## config.mk

```make
export PLATFORM = sky130hd
export DESIGN_NAME = vericade_matrix_scan
export DESIGN_NICKNAME = d
export VERILOG_FILES = /design/src/rtl/vericade_matrix_scan.sv
export SDC_FILE = /design/constraint.sdc
export NUM_CORES = 1
export LEC_CHECK = 0
export CAP_MARGIN = 20
export CORE_MARGIN = 1.5
export CORE_UTILIZATION = 60
export CTS_CLUSTER_DIAMETER = 40
export DETAILED_ROUTE_END_ITERATION = 7
export GPL_ROUTABILITY_DRIVEN = 0
export PLACE_DENSITY = 0.79
export SLEW_MARGIN = 20
export SYNTH_ARGS = -nofsm -noshare
export SYNTH_HDL_FRONTEND = slang
export SYNTH_SLANG_ARGS = --single-unit
```

## constraint.sdc

```tcl
create_clock -name clk -period 10.25 [get_ports clk]
set_input_delay 1.025 -clock clk [delete_from_list [all_inputs] [get_ports clk]]
set_output_delay 1.025 -clock clk [all_outputs]
set_load 0.01 [all_outputs]
```

## src/rtl/vericade_matrix_scan.sv

```systemverilog
// Double-buffered 8x8 LED matrix scan driver: game logic fills the back buffer,
// and the front/back roles swap only at a frame boundary, so a frame never tears.
module vericade_matrix_scan #(
  parameter int CLK_FREQ_HZ  = 50_000_000,
  parameter int ROW_HZ       = 8000,
  parameter int BLANK_CYCLES = 16
) (
  input  logic       clk,
  input  logic       rst,
  input  logic       wr_en,
  input  logic [2:0] wr_row,
  input  logic [7:0] wr_data,
  input  logic       swap_req,
  output logic       swap_busy,
  output logic       frame_start,
  output logic [7:0] matrix_row,
  output logic [7:0] matrix_col
);

  localparam int DWELL = CLK_FREQ_HZ / ROW_HZ;
  localparam int DW    = (DWELL > 1) ? $clog2(DWELL) : 1;
  localparam logic [DW-1:0] DWELL_LAST = DW'(DWELL - 1);
  localparam logic [DW-1:0] BLANK_END  = DW'(BLANK_CYCLES);

  if (BLANK_CYCLES < 1 || BLANK_CYCLES >= DWELL) begin : g_param_check
    $error("vericade_matrix_scan: BLANK_CYCLES must satisfy 1 <= BLANK_CYCLES < DWELL");
  end

  logic [7:0]    buf_a [8];
  logic [7:0]    buf_b [8];
  logic          front_sel;
  logic          pending;
  logic          running;
  logic [2:0]    row_idx;
  logic [DW-1:0] dwell_cnt;

  logic          boundary;
  logic          swap_now;
  logic          sel_nxt;
  logic [2:0]    row_nxt;
  logic [DW-1:0] dwell_nxt;
  logic [7:0]    front_row;
  logic [7:0]    row_out_nxt;
  logic [7:0]    col_out_nxt;
  logic          frame_start_nxt;

  // Outputs are registered from the next counter state, so each registered output
  // cycle lines up with the counter position it describes. The first edge after
  // reset only arms the scan, making that cycle the row-0 slot start.
  always_comb begin
    boundary = running && (row_idx == 3'd7) && (dwell_cnt == DWELL_LAST);
    swap_now = boundary && (pending || swap_req);
    sel_nxt  = front_sel ^ swap_now;

    row_nxt   = row_idx;
    dwell_nxt = dwell_cnt;
    if (!running) begin
      row_nxt   = '0;
      dwell_nxt = '0;
    end else if (dwell_cnt == DWELL_LAST) begin
      row_nxt   = row_idx + 3'd1;
      dwell_nxt = '0;
    end else begin
      dwell_nxt = dwell_cnt + DW'(1);
    end

    front_row = sel_nxt ? buf_b[row_nxt] : buf_a[row_nxt];

    if (dwell_nxt < BLANK_END) begin
      row_out_nxt = 8'h00;
      col_out_nxt = 8'hFF;
    end else begin
      row_out_nxt = 8'h01 << row_nxt;
      col_out_nxt = ~front_row;
    end

    frame_start_nxt = (row_nxt == 3'd0) && (dwell_nxt == '0);
  end

  always_ff @(posedge clk or posedge rst) begin
    if (rst) begin
      running   <= 1'b0;
      row_idx   <= '0;
      dwell_cnt <= '0;
      front_sel <= 1'b0;
      pending   <= 1'b0;
    end else begin
      running   <= 1'b1;
      row_idx   <= row_nxt;
      dwell_cnt <= dwell_nxt;
      front_sel <= sel_nxt;
      if (boundary) begin
        pending <= 1'b0;
      end else if (swap_req) begin
        pending <= 1'b1;
      end
    end
  end

  // Writes target the back buffer as seen before the edge; in the boundary cycle
  // that is the buffer about to become front.
  always_ff @(posedge clk or posedge rst) begin
    if (rst) begin
      buf_a <= '{default: '0};
      buf_b <= '{default: '0};
    end else if (wr_en) begin
      if (front_sel) begin
        buf_a[wr_row] <= wr_data;
      end else begin
        buf_b[wr_row] <= wr_data;
      end
    end
  end

  always_ff @(posedge clk or posedge rst) begin
    if (rst) begin
      matrix_row  <= 8'h00;
      matrix_col  <= 8'hFF;
      frame_start <= 1'b0;
    end else begin
      matrix_row  <= row_out_nxt;
      matrix_col  <= col_out_nxt;
      frame_start <= frame_start_nxt;
    end
  end

  assign swap_busy = pending;

endmodule

```

==> impl_metrics.py, run 1 <==
metrics = {
    "grt": {
        "grt_usage_pct": 29.29,
        "grt_pass1_vias": 5357,
        "overflow": 0,
        "antenna_found_initial": 0,
        "grt_max_degree": 92,
        "grt_pass1_wl_mm": 28.67,
    },
    "hold_path": {
        "hp-class": "flop to flop",
        "hold_depth": 1,
    },
    "clock_tree": {
        "cts.clk_slew.worst_paths_ns": 0.06,
        "hold_buffers": 0,
        "post-cts-setup-buffer-count": 0,
        "clockBufferDepth": 2,
        "cts_resized": 0,
        "cts.sinks": 164,
        "cts_htree_levels": 4,
        "cts_inserted_buffers": 17,
        "worstSkewPairLatency_ns": 0.43,
        "root_buffer": "clkbuf_16",
        "cts_tree": "done",
    },
    "worst_setup_path": {
        "critical_path_class": "flop to flop",
        "start_kind": "flop",
        "reg2reg_depth": 10,
        "worstPathMaxFanout": 33,
        "reg2reg_slack_ns": 6.67,
        "end_kind": "flop",
        "worstPathArrival_ns": 3.95,
        "worstPathRequired_ns": 10.62,
    },
    "synthesis": {
        "synth-seq-cells": 164,
        "synth.distinct_cells": 50,
        "syn-num-nets": 655,
        "yosys.area.top_type": "dfrtp_1",
        "yosysWarnings": 0,
        "synth_edf_count": 0,
        "synth_top_area_share_pct": 51.56,
        "synth-main-ff-cell": "dfrtp_1",
        "synth_cells": 635,
        "avgSynthCellArea_sq_um": 11.92,
        "async_flop_share_pct": 100.0,
        "seq_area_frac_synth_pct": 54.34,
        "synth_area_leaders": "dfrtp_1 52%, mux2_2 19%, nand2_1 3.5%",
        "synth_area_sq_mm": 0.007571,
    },
    "placement": {
        "place_area_sq_mm": 0.007985,
        "io_buffers": 32,
        "dp_hpwl_mm": 10.91,
    },
    "timing": {
        "relSlewSlack_pct": 24.24,
        "setup_violations": 0,
        "timing.final.crit_share_pct": 34.88,
        "max_clock_freq_mhz": 279.7,
        "finalMaxSlewViolations": 0,
        "worstMarginPinSlew_ns": 1.132,
        "skew_ns": 0.003412,
        "hold_viol_final": 0,
        "rsz0062_at_grt": "no",
        "setup-tns-final_ns": 0,
        "finalCriticalPeriod_ns": 3.575,
    },
    "route": {
        "vias": 5367,
        "drc_errors": 0,
        "finalWirelength_mm": 18.02,
        "drt_iter0_drc": 468,
        "via_per_inst": 6.420,
        "dr.pass1.iters": 5,
        "ant_nets": 0,
        "wl_per_cell_um": 21.55,
    },
    "die": {
        "fp.dieH_um": 115.3,
        "die_w_um": 115.3,
        "rows": 40,
        "core_area_sq_mm": 0.01216,
        "io_pins": 33,
        "start_util_pct": 62.25,
        "die_area_sq_mm": 0.01330,
    },
    "power": {
        "peakVddDrop_mv": 0.1435,
        "p_leak_uw": 0.003560,
        "power_density_mw_per_mm2": 193.0,
    },
    "cells_and_area": {
        "drive_gt1_share_pct": 27.54,
        "finish.instance_area_sq_mm": 0.008566,
        "n_antenna_cell": 0,
        "area_delta_synth_final_pct": 13.14,
        "layout.nets": 675,
    },
    "flow_run": {
        "cap_violations": 0,
    },
    "run_status": {
        "outcome": "finished, final reports clean",
    },
}
## final cells by class
cell class	instances	area [sq um]
Sequential cell	164	4114
Fill cell	848	3596
Multi-Input combinational cell	426	3261
Clock buffer	23	478.0
Timing Repair Buffer	38	365.4
Tap cell	168	210.2
Clock inverter	9	102.6
Inverter	8	35.03
## cell usage in the layout, fill, tap and decap left out, types with 9 or more instances in the layout
cell             count
dfrtp_1            156
mux2_2             128
nand2_1             70
nor2_1              49
clkdlybuf4s50_1     32
a31oi_1             30
o221ai_1            29
clkbuf_16           17
nand3_1             13
xnor2_1             11
a21oi_1              9
## metrics by stage
step / setup slack [ns] / power, uW / hold WS, ns / cells / utilization [%]
floorplan: 4.805 / 977.3 / 0.4740 / 635 / -
global placement: 6.847 / 1016 / 0.4866 / 804 / 65.66
detailed placement: 6.729 / 1034 / 0.4936 / 804 / 65.66
CTS: 6.715 / 1657 / 0.5072 / 836 / 70.43
global route: 6.361 / 1716 / 0.5154 / 836 / 70.43
finish: 6.675 / 1653 / 0.5066 / 836 / 70.43
## final timing paths
check | start | to
max in group asynchronous | rst | buf_a[24]
setup reg to reg | dwell_cnt[1] | matrix_col[6]
min in group asynchronous | rst | buf_b[47]
hold / removal | buf_b[52] | buf_b[52]
hold reg to reg | buf_b[52] | buf_b[52]
setup / recovery | dwell_cnt[1] | matrix_col[6]
## Yosys cell counts (4+ instances only)
master,n
and3_1,4
o22a_1,6
mux2_2,128
dfstp_2,8
ha_1,5
clkbuf_1,20
buf_2,12
a21oi_1,10
o221ai_1,29
nand2b_1,4
mux2i_1,4
nor2_1,49
nand3b_1,4
nand2_1,70
xnor2_1,11
nand3_1,13
xor2_1,5
dfrtp_1,156
a31oi_1,30
inv_1,6
buf_4,4
nor3_1,7
## registers in the layout, summed over array words and instances, names as in the netlist
signal	flops
frame_start	1
buf_a	64
front_sel	1
buf_b	64
dwell_cnt	13
matrix_col	8
matrix_row	8
swap_busy	1
row_idx	3
running	1
## critical path: stages (launching register included)
cell and delay, ns:
dfrtp_1 0.50, inv_1 0.08, ha_1 0.20, and4bb_2 0.27
nand3_2 0.18, mux2i_4 0.91, inv_2 0.56, o211ai_1 0.25
a21oi_1 0.08, a2111oi_0 0.31, or3b_1 0.18
## per-layer routing
metal	part of all wire [%]	up-vias	GRT usage [%]
met3	6.2	45	5.851
met4	3.2	0	15.06
met2	48	207	46.19
li1	-	2339	-
met1	42	2776	38.77
met5	0	-	0
## where the power goes
group | leakage, uW | total [uW] | internal (uW) | switching, uW
clock network | 0.000279 | 625 | 376 | 249
registers | 0.00203 | 834 | 767 | 67.2
logic | 0.00125 | 194 | 112 | 81.8
total | 0.00356 | 1650 | 1260 | 398
## logic make-up after synthesis
kind of cell / count (synthesis) / synth area share (%)
xor+xnor: 16 / 1.851
fa+ha+maj: 5 / 0.8263
simple gates: 176 / 11.11
buf+inv: 45 / 2.644
flops: 164 / 54.34
mux: 134 / 20.06
compound gates: 94 / 9.122
other cells: 1 / 0.04953
(Power assumes the default switching activity.)
==> run 2: changes to the inputs <==
Settings changed: CORE_UTILIZATION 60 to 55, PLACE_DENSITY 0.79 to 0.76.
Clock period 10.25 ns to 2.9 ns, I/O delays scaled along.
==> impl_metrics.py, run 2 (synthesis results as in run 1) <==
metrics = {
    "grt": {
        "grt_pass1_wl_mm": 30.68,
        "antenna_found_initial": 0,
        "overflow": 0,
        "grt_pass1_vias": 5569,
        "grt_max_degree": 68,
        "grt_usage_pct": 28.16,
    },
    "clock_tree": {
        "clockBufferDepth": 2,
        "cts.clk_slew.worst_paths_ns": 0.06,
        "root_buffer": "clkbuf_16",
        "hold_buffers": 0,
        "cts.sinks": 164,
        "cts_htree_levels": 4,
        "cts_inserted_buffers": 17,
        "cts_tree": "done",
        "worstSkewPairLatency_ns": 0.43,
    },
    "hold_path": {
        "hp-class": "input port to async pin",
    },
    "worst_setup_path": {
        "worstPathRequired_ns": 3.25,
        "reg2reg_slack_ns": 0.16,
        "worstPathArrival_ns": 3.09,
        "r2r_end": "matrix_col[2]",
        "end_kind": "flop",
        "worstReg2RegStart": "dwell_cnt[1]",
        "reg2reg_depth": 10,
        "worstPathMaxFanout": 8,
        "critical_path_class": "flop to flop",
        "start_kind": "flop",
    },
    "route": {
        "met2WireLength_mm": 9.238,
        "finalWirelength_mm": 19.12,
        "vias": 5478,
        "drt_iter0_drc": 532,
        "via_per_inst": 6.304,
        "drc_errors": 0,
        "dr.pass1.iters": 6,
        "wl_met3_mm": 1.259,
        "drt-met1-wl_mm": 7.787,
        "wl_per_cell_um": 22.01,
        "routed.top_layer": "met4",
        "ant_nets": 0,
    },
    "run_status": {
        "outcome": "finished, final reports clean",
    },
    "power": {
        "p_leak_uw": 0.003697,
        "peakVddDrop_mv": 0.4711,
        "finalPower_uw": 5908,
        "power_density_mw_per_mm2": 671.9,
    },
    "timing": {
        "timing.final.crit_share_pct": 94.61,
        "max_clock_freq_mhz": 364.5,
        "hold_viol_final": 0,
        "relSlewSlack_pct": 42.73,
        "worstMarginPinSlew_ns": 0.8591,
        "rsz0062_at_grt": "no",
        "finalCriticalPeriod_ns": 2.744,
        "finalMaxSlewViolations": 0,
        "setup-tns-final_ns": 0,
        "skew_ns": 0.007303,
        "setup_violations": 0,
        "fin_ws_ns": 0.1563,
    },
    "flow_run": {
        "cap_violations": 0,
    },
    "cells_and_area": {
        "layout.nets": 701,
        "layout_commonest_cell": "dfrtp_1",
        "mostFrequentLayoutCells": "156 x dfrtp_1, 128 x mux2_2, 70 x nand2_1, 49 x nor2_1",
        "final_util_pct": 65.87,
        "fill_cells": 961,
        "drive_gt1_share_pct": 30.45,
        "ff_latch_area_sq_mm": 0.004114,
        "top_regs": "buf_a (64), buf_b (64), dwell_cnt (13)",
        "finish.instance_area_sq_mm": 0.008792,
        "n_antenna_cell": 0,
        "multiInputGateArea_sq_mm": 0.003269,
        "area_delta_synth_final_pct": 16.13,
    },
    "placement": {
        "io_buffers": 32,
        "pre_cts_slack_ns": 0.2346,
        "dp_hpwl_mm": 12.13,
        "place_area_sq_mm": 0.008189,
    },
    "die": {
        "io_pins": 33,
        "fp.dieH_um": 120.3,
        "die_area_sq_mm": 0.01448,
        "start_util_pct": 56.72,
        "core_area_sq_mm": 0.01335,
        "die_w_um": 120.3,
        "rows": 42,
    },
}
## run 2: worst max path at each step
stage                             from             to  slack (ns)  cells after the start
after floorplan           dwell_cnt[1]  matrix_col[6]        0.51                     11
after global placement    dwell_cnt[1]  matrix_col[0]        0.32                     10
after detailed placement  dwell_cnt[1]  matrix_col[6]        0.23                     10
after CTS                 dwell_cnt[1]  matrix_col[6]        0.19                     10
after global routing      dwell_cnt[1]  matrix_col[6]        0.03                     10
final                     dwell_cnt[1]  matrix_col[2]        0.16                     10
## run 2: layout make-up
type | instances | area share [%]
inverter | 8 | 0.3842
clock buffer | 22 | 5.393
timing repair buffer | 64 | 6.375
sequential | 164 | 46.79
clock inverter | 9 | 1.366
tap | 176 | 2.505
multi-input combinational | 426 | 37.19
## run 2: where the power goes
group          switching (uW)  internal (uW)
combinational             297            404
sequential                240           2710
clock                     914           1340
total                    1450           4460
## run 2: stage by stage
step / hold WS, ns / std cells
final: 0.3577 / 869
after global routing: 0.4094 / 869
after CTS: 0.3802 / 869
after detailed placement: 0.4934 / 838
after global placement: 0.4864 / 838
after floorplan: 0.4417 / 635
## run 2: critical path, cell delays in order, from the launching register on
cell	delay [ns]
dfrtp_1	0.50
inv_1	0.08
ha_1	0.20
and4bb_2	0.27
and4_1	0.19
o21ai_1	0.52
buf_4	0.29
o221ai_1	0.12
a31oi_1	0.20
nor2_1	0.07
o22a_1	0.22
## run 2: per-layer routing
metal / GRT usage [%] / vias up
met1: 37.73 / 2776
met3: 5.377 / 67
li1: - / 2389
met4: 13.46 / 0
met2: 44.50 / 246
met5: 0 / -
## run 2: timing repair
action / 4_1_cts / 5_1_grt
setup buffers: 0 / 0
gates resized for setup: 0 / 2
setup endpoints to repair: 0 / 1
==> run 3: changes to the inputs <==
Settings changed: CORE_ASPECT_RATIO set to 1.5, CORE_UTILIZATION 55 to 30, PLACE_DENSITY 0.76 to not set.
==> impl_metrics.py, run 3 (synthesis results as in run 1) <==
metrics = {
    "timing": {
        "setup_violations": 0,
        "finalCriticalPeriod_ns": 2.709,
        "finalMaxSlewViolations": 0,
        "setup-tns-final_ns": 0,
        "max_clock_freq_mhz": 369.2,
        "skew_ns": 0.01046,
        "timing.final.crit_share_pct": 93.40,
        "rsz0062_at_grt": "no",
        "worstMarginPinSlew_ns": 0.7151,
        "relSlewSlack_pct": 52.33,
        "fin_ws_ns": 0.1914,
        "hold_viol_final": 0,
        "hold_ws_ns": 0.1247,
    },
    "die": {
        "die_w_um": 132.7,
        "start_util_pct": 30.33,
        "fp.dieH_um": 197.6,
        "die_area_sq_mm": 0.02622,
        "io_pins": 33,
        "rows": 71,
        "core_area_sq_mm": 0.02496,
    },
    "placement": {
        "dp_hpwl_mm": 13.36,
        "dp_cells": 994,
        "pre_cts_slack_ns": 0.2843,
        "io_buffers": 32,
    },
    "route": {
        "ant_nets": 0,
        "via_per_inst": 5.151,
        "drc_errors": 0,
        "vias": 5285,
        "dr.pass1.iters": 4,
        "wl_per_cell_um": 19.40,
        "finalWirelength_mm": 19.90,
        "drt_iter0_drc": 408,
    },
    "power": {
        "power_density_mw_per_mm2": 662.3,
        "peakVddDrop_mv": 0.2991,
        "finalPower_uw": 5996,
        "p_leak_uw": 0.003727,
    },
    "cells_and_area": {
        "layout.nets": 705,
        "fill_cells": 2408,
        "n_antenna_cell": 0,
        "area_delta_synth_final_pct": 19.58,
        "mostFrequentLayoutCells": "156 x dfrtp_1, 128 x mux2_2, 70 x nand2_1, 49 x nor2_1, 34 x buf_4",
        "layout_commonest_cell": "dfrtp_1",
        "stdcell_count": 1026,
        "drive_gt1_share_pct": 31.09,
        "top_regs": "buf_a (64), buf_b (64), dwell_cnt (13)",
    },
    "clock_tree": {
        "root_buffer": "clkbuf_16",
        "cts.sinks": 164,
        "clockBufferDepth": 2,
        "cts_resized": 0,
        "worstSkewPairLatency_ns": 0.44,
        "post-cts-setup-buffer-count": 0,
        "cts_inserted_buffers": 17,
        "cts_tree": "done",
        "cts_htree_levels": 4,
        "cts.clk_slew.worst_paths_ns": 0.07,
        "hold_buffers": 0,
    },
    "worst_setup_path": {
        "worstPathMaxFanout": 8,
        "worstPathArrival_ns": 3.09,
        "start_kind": "flop",
        "critical_path_class": "flop to flop",
        "end_kind": "flop",
        "worstPathRequired_ns": 3.28,
    },
    "grt": {
        "overflow": 0,
        "antenna_found_initial": 0,
        "grt_usage_pct": 15.97,
        "grt_pass1_wl_mm": 31.46,
        "grt_max_degree": 81,
        "grt_pass1_vias": 5449,
    },
    "flow_run": {
        "cap_violations": 0,
    },
    "hold_path": {
        "hp-class": "input port to async pin",
    },
    "run_status": {
        "outcome": "finished, final reports clean",
    },
}
run 3: cell types whose count changed in the layout (fill, tap and decap cells not counted):
cell	change
clkinv_4	-2
clkinvlp_4	+3
o41ai_2	-1
buf_4	+2
inv_6	+2
o21ai_2	+1
o41ai_1	+1
o21ai_1	-1
bufinv_16	+1
clkbuf_8	-2
buf_12	+2
a2111oi_0	+1
a2111oi_1	-1
clkbuf_1	-1
run 3: final timing paths:
path,start,end,slack (ns),depth (start not counted)
worst max-delay path,dwell_cnt[3],matrix_col[3],0.19,8
max in group asynchronous,rst,matrix_col[5],2.08,3
worst min-delay path,rst,buf_b[15],0.12,2
worst max register to register,dwell_cnt[3],matrix_col[3],0.19,8
worst min register to register,buf_b[42],buf_b[42],0.51,1
min in group clk,buf_b[42],buf_b[42],0.51,1
run 3: critical path, stage by stage, from the launching register on:
cell and delay [ns]:
dfrtp_1 0.50, nand3_1 0.17, buf_4 0.18, nor3_1 0.20
xnor2_1 0.19, nor3b_1 0.54, a31oi_4 0.22, nand2_1 0.40
o22a_1 0.24
run 3: layout make-up:
class	instances	area, sq um	share of cell area [%]
repair buffers	68	615.6	6.799
clock inverters	13	172.7	1.907
clock buffers	19	442.9	4.892
well taps	328	410.4	4.533
multi-input cells	426	3264	36.06
flip-flops and latches	164	4114	45.44
inverters	8	33.78	0.3731
run 3: layer usage:
layer	vias up	share of wire [%]	GRT usage (%)
li1	2407	-	-
met1	2689	40	18.16
met2	133	51	27.85
met3	56	4.1	3.182
met4	0	4.7	9.280
met5	-	0	0
run 3: metrics by stage:
stage	util, %	area (sq um)
final	36.27	9054
after global routing	36.27	9054
after CTS	36.27	9054
after detailed placement	33.80	8438
after global placement	33.80	8438
after floorplan	-	7575
run 3: power by group:
| part | leakage [uW] | switching [uW] | internal [uW] |
|---|---|---|---|
| Clock | 0.000287 | 973 | 1390 |
| Combinational | 0.00141 | 288 | 410 |
| Sequential | 0.00203 | 227 | 2710 |
